===== config.mk =====
export PLATFORM = sky130hd
export DESIGN_NAME = ex_div_issue_flat
export DESIGN_NICKNAME = d
export VERILOG_FILES = /design/src/rtl/ex_div_issue_if.sv /design/src/rtl/ex_div_issue.sv /design/src/flat_wrapper.sv
export SDC_FILE = /design/constraint.sdc
export NUM_CORES = 1
export LEC_CHECK = 0
export ABC_CLOCK_PERIOD_IN_PS = 8950
export CAP_MARGIN = 10
export CORE_MARGIN = 2
export CORE_UTILIZATION = 45
export DETAILED_ROUTE_END_ITERATION = 16
export GPL_ROUTABILITY_DRIVEN = 1
export PLACE_DENSITY = 0.95
export SYNTH_ARGS = -nofsm -noshare
export SYNTH_HDL_FRONTEND = slang
export SYNTH_SLANG_ARGS = --single-unit

===== constraint.sdc =====
create_clock -name clock -period 8.95 [get_ports clock]
set_input_delay 2.685 -clock clock [delete_from_list [all_inputs] [get_ports clock]]
set_output_delay 2.685 -clock clock [all_outputs]
set_load 0.005 [all_outputs]

===== src/rtl/ex_div_issue_if.sv =====
// ex_div_issue_if
//   Handshake bundle between the EX-stage divide issue logic and the iterative
//   divider.
//   master : issue side (drives start/annul/signed/operands, reads ended/result)
//   slave  : divider side (reads start/annul/signed/operands, drives ended/result)
//   div_start    launch request, held high for the whole operation
//   div_annul    one-cycle kill of the in-flight divide
//   div_signed   1 = signed divide
//   div_operand1 dividend
//   div_operand2 divisor
//   div_ended    divider done, held until div_start drops
//   div_result   {remainder, quotient}, valid while div_ended = 1
interface ex_div_issue_if #(
    parameter int DATA_WIDTH = 32
);
    logic                      div_start;
    logic                      div_annul;
    logic                      div_signed;
    logic [DATA_WIDTH-1:0]     div_operand1;
    logic [DATA_WIDTH-1:0]     div_operand2;
    logic                      div_ended;
    logic [2*DATA_WIDTH-1:0]   div_result;

    modport master (
        output div_start,
        output div_annul,
        output div_signed,
        output div_operand1,
        output div_operand2,
        input  div_ended,
        input  div_result
    );

    modport slave (
        input  div_start,
        input  div_annul,
        input  div_signed,
        input  div_operand1,
        input  div_operand2,
        output div_ended,
        output div_result
    );
endinterface


===== src/rtl/ex_div_issue.sv =====
// ex_div_issue
//   EX-stage front end for the iterative divider. Launches the divider with
//   registered operands, stalls the pipeline while the divide is in flight,
//   returns {hi, lo} as a one-cycle HI/LO write, and handles flush, back-to-back
//   divides and a watchdog timeout.
//
//   clock              rising-edge clock
//   reset              asynchronous, active-high
//   is_div             EX holds a DIV/DIVU (level, held while stalled)
//   is_signed          1 = DIV, 0 = DIVU
//   operand1/operand2  dividend / divisor from EX
//   is_flush           pipeline flush, kills the in-flight divide
//   div_bus            divider handshake (master side)
//   stall_request      combinational hold of IF/ID/EX
//   hilo_write_enable  combinational one-cycle HI/LO write strobe
//   hi_data/lo_data    registered remainder / quotient
//   div_error          sticky watchdog flag, cleared only by reset
//
//   state    | meaning
//   ---------+-------------------------------------------------------------
//   ST_IDLE  | divider free, waiting for a DIV in EX
//   ST_RUN   | div_start high, waiting for div_ended / flush / timeout
//   ST_DONE  | result registered, HI/LO write strobe, instruction retires
//   ST_DRAIN | div_start low, waiting for the divider to drop div_ended
module ex_div_issue #(
    parameter int DATA_WIDTH     = 32,
    parameter int TIMEOUT_CYCLES = 48
) (
    input  logic                  clock,
    input  logic                  reset,
    input  logic                  is_div,
    input  logic                  is_signed,
    input  logic [DATA_WIDTH-1:0] operand1,
    input  logic [DATA_WIDTH-1:0] operand2,
    input  logic                  is_flush,
    ex_div_issue_if.master        div_bus,
    output logic                  stall_request,
    output logic                  hilo_write_enable,
    output logic [DATA_WIDTH-1:0] hi_data,
    output logic [DATA_WIDTH-1:0] lo_data,
    output logic                  div_error
);

    localparam int CNT_W = $clog2(TIMEOUT_CYCLES + 1);
    localparam logic [CNT_W-1:0] CNT_LAST = CNT_W'(TIMEOUT_CYCLES - 1);

    typedef enum logic [1:0] {
        ST_IDLE  = 2'd0,
        ST_RUN   = 2'd1,
        ST_DONE  = 2'd2,
        ST_DRAIN = 2'd3
    } state_t;

    state_t state, state_nxt;

    logic [CNT_W-1:0]      run_cnt;
    logic                  start_q;
    logic                  annul_q;
    logic                  signed_q;
    logic [DATA_WIDTH-1:0] op1_q;
    logic [DATA_WIDTH-1:0] op2_q;
    logic [DATA_WIDTH-1:0] hi_q;
    logic [DATA_WIDTH-1:0] lo_q;
    logic                  error_q;

    logic launch;
    logic finish;
    logic abort;
    logic timeout_hit;
    logic stall_c;
    logic hwe_c;

    always_ff @(posedge clock or posedge reset) begin
        if (reset) begin
            state <= ST_IDLE;
        end else begin
            state <= state_nxt;
        end
    end

    always_comb begin
        state_nxt   = state;
        launch      = 1'b0;
        finish      = 1'b0;
        abort       = 1'b0;
        timeout_hit = 1'b0;
        stall_c     = 1'b0;
        hwe_c       = 1'b0;
        case (state)
            ST_IDLE: begin
                if (is_div && !is_flush) begin
                    launch    = 1'b1;
                    stall_c   = 1'b1;
                    state_nxt = ST_RUN;
                end
            end
            ST_RUN: begin
                // flush beats a completing divide, which beats the watchdog
                if (is_flush) begin
                    abort     = 1'b1;
                    state_nxt = ST_DRAIN;
                end else if (div_bus.div_ended) begin
                    finish    = 1'b1;
                    stall_c   = 1'b1;
                    state_nxt = ST_DONE;
                end else if (run_cnt == CNT_LAST) begin
                    abort       = 1'b1;
                    timeout_hit = 1'b1;
                    state_nxt   = ST_DRAIN;
                end else begin
                    stall_c = 1'b1;
                end
            end
            ST_DONE: begin
                hwe_c     = !is_flush;
                state_nxt = ST_DRAIN;
            end
            ST_DRAIN: begin
                // a following DIV already in EX must wait for the divider to free up
                stall_c = is_div;
                if (!div_bus.div_ended) begin
                    state_nxt = ST_IDLE;
                end
            end
            default: begin
                state_nxt = ST_IDLE;
            end
        endcase
    end

    always_ff @(posedge clock or posedge reset) begin
        if (reset) begin
            run_cnt  <= '0;
            start_q  <= 1'b0;
            annul_q  <= 1'b0;
            signed_q <= 1'b0;
            op1_q    <= '0;
            op2_q    <= '0;
            hi_q     <= '0;
            lo_q     <= '0;
            error_q  <= 1'b0;
        end else begin
            annul_q <= abort;
            if (launch) begin
                op1_q    <= operand1;
                op2_q    <= operand2;
                signed_q <= is_signed;
                start_q  <= 1'b1;
                run_cnt  <= '0;
            end else if (state == ST_RUN) begin
                run_cnt <= run_cnt + CNT_W'(1);
            end
            if (finish || abort) begin
                start_q <= 1'b0;
            end
            if (finish) begin
                hi_q <= div_bus.div_result[2*DATA_WIDTH-1:DATA_WIDTH];
                lo_q <= div_bus.div_result[DATA_WIDTH-1:0];
            end
            if (timeout_hit) begin
                error_q <= 1'b1;
            end
        end
    end

    assign div_bus.div_start    = start_q;
    assign div_bus.div_annul    = annul_q;
    assign div_bus.div_signed   = signed_q;
    assign div_bus.div_operand1 = op1_q;
    assign div_bus.div_operand2 = op2_q;

    // combinational outputs are forced low while reset is held so a DIV sitting
    // in EX cannot raise a stall before the block is out of reset
    assign stall_request     = stall_c && !reset;
    assign hilo_write_enable = hwe_c && !reset;
    assign hi_data           = hi_q;
    assign lo_data           = lo_q;
    assign div_error         = error_q;

endmodule

===== src/flat_wrapper.sv =====
// flat-port wrapper written by rule: the top's interface ports become plain ports
module ex_div_issue_flat 
#(
    parameter int DATA_WIDTH     = 32,
    parameter int TIMEOUT_CYCLES = 48
)
  (clock, reset, is_div, is_signed, operand1, operand2, is_flush, stall_request, hilo_write_enable, hi_data, lo_data, div_error, div_bus_div_start, div_bus_div_annul, div_bus_div_signed, div_bus_div_operand1, div_bus_div_operand2, div_bus_div_ended, div_bus_div_result);
  ex_div_issue_if #(.DATA_WIDTH(DATA_WIDTH)) div_bus_i ();
  input  logic clock;
  input  logic reset;
  input  logic is_div;
  input  logic is_signed;
  input  logic [DATA_WIDTH-1:0] operand1;
  input  logic [DATA_WIDTH-1:0] operand2;
  input  logic is_flush;
  output logic stall_request;
  output logic hilo_write_enable;
  output logic [DATA_WIDTH-1:0] hi_data;
  output logic [DATA_WIDTH-1:0] lo_data;
  output logic div_error;
  output wire logic [$bits(div_bus_i.div_start)-1:0] div_bus_div_start;
  output wire logic [$bits(div_bus_i.div_annul)-1:0] div_bus_div_annul;
  output wire logic [$bits(div_bus_i.div_signed)-1:0] div_bus_div_signed;
  output wire logic [$bits(div_bus_i.div_operand1)-1:0] div_bus_div_operand1;
  output wire logic [$bits(div_bus_i.div_operand2)-1:0] div_bus_div_operand2;
  input wire logic [$bits(div_bus_i.div_ended)-1:0] div_bus_div_ended;
  input wire logic [$bits(div_bus_i.div_result)-1:0] div_bus_div_result;
  assign div_bus_div_start = div_bus_i.div_start;
  assign div_bus_div_annul = div_bus_i.div_annul;
  assign div_bus_div_signed = div_bus_i.div_signed;
  assign div_bus_div_operand1 = div_bus_i.div_operand1;
  assign div_bus_div_operand2 = div_bus_i.div_operand2;
  assign div_bus_i.div_ended = div_bus_div_ended;
  assign div_bus_i.div_result = div_bus_div_result;
  ex_div_issue #(.DATA_WIDTH(DATA_WIDTH), .TIMEOUT_CYCLES(TIMEOUT_CYCLES)) u_core (.clock(clock), .reset(reset), .is_div(is_div), .is_signed(is_signed), .operand1(operand1), .operand2(operand2), .is_flush(is_flush), .div_bus(div_bus_i), .stall_request(stall_request), .hilo_write_enable(hilo_write_enable), .hi_data(hi_data), .lo_data(lo_data), .div_error(div_error));
endmodule

==> impl_metrics.json <==
{
  "status": "finished clean",
  "final_common_cell": "clkdlybuf4s50_1",
  "peakVddDrop_uv": 165,
  "worstHoldStart": "u_core.div_bus.div_operand1[1]",
  "syn_inst": 477,
  "reg2reg_setup_slack_ns": 6.29,
  "area_delta_synth_final_pct": 57.7,
  "synth_seq_area_share_pct": 60.9,
  "finalCritPeriodShare_pct": 80.0,
  "cp_data_arrival_time_ns": 4.47,
  "path_clk_slew_ns": 0.05,
  "synth-seq-cells": 140,
  "ys_types": 35,
  "comb_power_share_pct": 41.2,
  "grt_overflow": 0,
  "avgSynthCellArea_um2": 12.1,
  "grt_pass1_vias": 4719,
  "cts_max_level": 4,
  "p_sw_uw": 865,
  "p_sw_share_pct": 28.6,
  "holdPathEnd": "u_core.div_bus.div_operand1[1]",
  "cts_root_buf": "clkbuf_16",
  "rsz0062_at_grt": "no",
  "finalSetupTns_ns": 0,
  "worst_ep_required_time_ns": 6.27,
  "start_kind": "input pin",
  "setup_viol": 0,
  "numCtsBuffers": 17,
  "dieArea_mm2": 0.0137,
  "synth_xor_area_share_pct": 0.609,
  "yosysWarnings": 0,
  "synth_top_cell_area_share_pct": 60.9,
  "antenna_found_initial": 0,
  "critical_path_class": "input pin to output port",
  "crit_family": "buffers and inverters",
  "placementRows": 41,
  "die_h_um": 117,
  "drive_above_1_share_pct": 13.8,
  "max-slew-margin-rel_pct": 18.5,
  "power_frac_seq_pct": 37.0,
  "slowest_stage": "clkdlybuf4s50_1",
  "num_vias": 4476,
  "cts_tree": "done",
  "crit_buf_inv": 2,
  "multiInputGateArea_mm2": 0.00208,
  "synth_top_family_by_area": "multiplexers",
  "fin_skew_ns": 0.00684,
  "yosys.area_share.simple_pct": 15.7,
  "p_leak_nw": 4.36,
  "min_period_ns": 7.16,
  "numPortBuffers": 267,
  "timing.final.ws_setup_ns": 1.79,
  "grt_max_degree": 82,
  "syn_nets": 618,
  "drt_wl_total_mm": 16.2,
  "clock_latency_ns": 0.42,
  "synth.area.top_cells": "dfrtp_1 61%, mux2_4 16%, nand2_1 13%, ha_1 1.5%, buf_6 1.4%",
  "hold_violations": 0,
  "die_w_um": 117,
  "cpPeakStageDelay_ns": 0.83,
  "place_congestion": 0.818,
  "vias_per_cell": 4.83,
  "post_cts_buffers": 0,
  "synth_compound_area_share_pct": 1.50,
  "worst_path_most_repeated_cell": "clkdlybuf4s50_1",
  "drtIter0Drc": 284,
  "nFillCells": 831,
  "clockPowerShare_pct": 21.8,
  "worst_pin_slew_ns": 1.22,
  "path_cells": "clkdlybuf4s50_1 -> nor2_8 -> a221oi_1 -> nor3_1 -> clkdlybuf4s50_1",
  "gr-usage-all-layers_pct": 23.4,
  "seqCellArea_mm2": 0.00350,
  "hpwl_mm": 11.5,
  "yosysTopAreaCell": "dfrtp_1",
  "max_freq_mhz": 140,
  "cts.path.max_buffers": 2,
  "pin_count": 268,
  "endpoint_kind": "output port",
  "p_int_mw": 2.16,
  "reg2reg_depth": 7,
  "hold-path-cell-count": 2,
  "initial_core_util_pct": 45.8,
  "synth-adder-area-share_pct": 1.52,
  "synthMuxAreaShare_pct": 16.8,
  "ant_nets": 0,
  "reg2reg_to": "u_core.lo_data[28]",
  "num_antenna_cells": 0,
  "reg2reg_from": "u_core.state[1]",
  "cts_resized": 0,
  "layout_common_cells": "267 x clkdlybuf4s50_1, 199 x nand2_1, 140 x dfrtp_1",
  "dpl-instance-area_mm2": 0.00852,
  "power_density_mw_per_mm2": 333,
  "drc": 0,
  "grt_first_pass_wirelength_mm": 24.2,
  "path_max_fanout": 10,
  "cap_violations": 0,
  "syn-cell-area_mm2": 0.00575,
  "pre_cts_ws_ns": 1.77,
  "cts_hold_buf": 0,
  "slew_violations": 0,
  "fin_area_mm2": 0.00907,
  "final_nets": 885,
  "cts_sinks": 140,
  "drtPass1Iterations": 4,
  "drt-wirelength-per-cell_um": 17.5,
  "hp-class": "flop to flop",
  "core_area_mm2": 0.0126
}
==> cell families after synthesis <==
family	Yosys count
multiplexers	66
AO/OA/AOI/OAI	11
XOR/XNOR	4
adder cells (fa/ha/maj)	7
flip-flops	140
buffers and inverters	26
AND/OR/NAND/NOR	223
==> through the flow <==
step	hold WS, ns	instances	util, %	power [mW]
after floorplan	0.451	477	-	1.60
final	0.472	927	72.2	3.02
after detailed placement	0.462	897	67.8	2.37
after global routing	0.493	927	72.2	3.19
after global placement	0.456	897	67.8	2.29
after CTS	0.476	927	72.2	3.05
==> worst max-delay path by stage <==
| stage | cells past startpoint | endpoint | from | slack (ns) |
|---|---|---|---|---|
| after floorplan | 1 | u_core.div_bus.div_annul | reset | 2.51 |
| after global placement | 5 | stall_request | is_flush | 1.79 |
| after detailed placement | 5 | stall_request | is_flush | 1.77 |
| after CTS | 5 | stall_request | is_flush | 1.77 |
| after global routing | 5 | stall_request | is_flush | 1.68 |
| final | 5 | stall_request | is_flush | 1.79 |
==> power groups by stage <==
stage          registers, mW  clock network (mW)  logic (mW)
6_report                1.12               0.658        1.25
4_1_cts                 1.12               0.672        1.26
3_3_place_gp            1.09                   0        1.19
3_5_place_dp            1.12                   0        1.25
5_1_grt                 1.15               0.697        1.34
2_1_floorplan           1.12                   0       0.477
==> synthesized netlist by cell type <==
master,instances
nor2_1,8
dfrtp_1,140
nor2b_1,2
clkbuf_1,1
ha_1,7
xor2_1,3
nand2b_1,1
xnor2_1,1
o21ai_0,1
o21a_1,1
inv_4,1
o32ai_1,1
buf_6,7
mux2_4,60
a221oi_1,1
nor2_8,1
and2_0,1
or2_1,1
nor4b_1,1
nand2_1,199
nor3b_1,1
a21o_1,1
or3_1,2
inv_1,3
buf_4,1
buf_2,13
nor3_1,1
and4_1,1
nand2_4,1
mux2i_1,1
a21oi_1,4
nand4_1,3
a22oi_2,1
mux2_2,5
o41ai_2,1
==> layer usage <==
metal / up-vias / global-route usage (%) / wire, µm
li1: 2063 / - / -
met1: 2179 / 26.2 / 6030
met2: 186 / 40.5 / 8450
met3: 48 / 6.75 / 1130
met4: 0 / 12.5 / 587
met5: - / 0 / 0
==> area by class of cell <==
cell class,instances,area share (%)
Clock buffer,23,5.38
Clock inverter,7,0.717
Sequential cell,140,38.6
Timing Repair Buffer,270,29.7
Inverter,4,0.248
Tap cell,172,2.37
Multi-Input combinational cell,311,23.0
==> state kept, by name, indices dropped and copies added (netlist names) <==
| signal | cells |
|---|---|
| u_core.div_bus.div_signed | 1 |
| u_core.div_bus.div_operand2 | 32 |
| u_core.div_error | 1 |
| u_core.state | 2 |
| u_core.run_cnt | 6 |
| u_core.div_bus.div_operand1 | 32 |
| u_core.hi_data | 32 |
| u_core.div_bus.div_annul | 1 |
| u_core.div_bus.div_start | 1 |
| u_core.lo_data | 32 |
==> worst register-to-register path: cells and delay by family (launching register included) <==
kind	cells	cell delay [ns]
adder cells (fa/ha/maj)	1	0.35
buffers and inverters	3	1.07
flip-flops	1	0.46
multiplexers	1	0.44
AND/OR/NAND/NOR	2	0.23
Power figures use the tool's default switching activity.
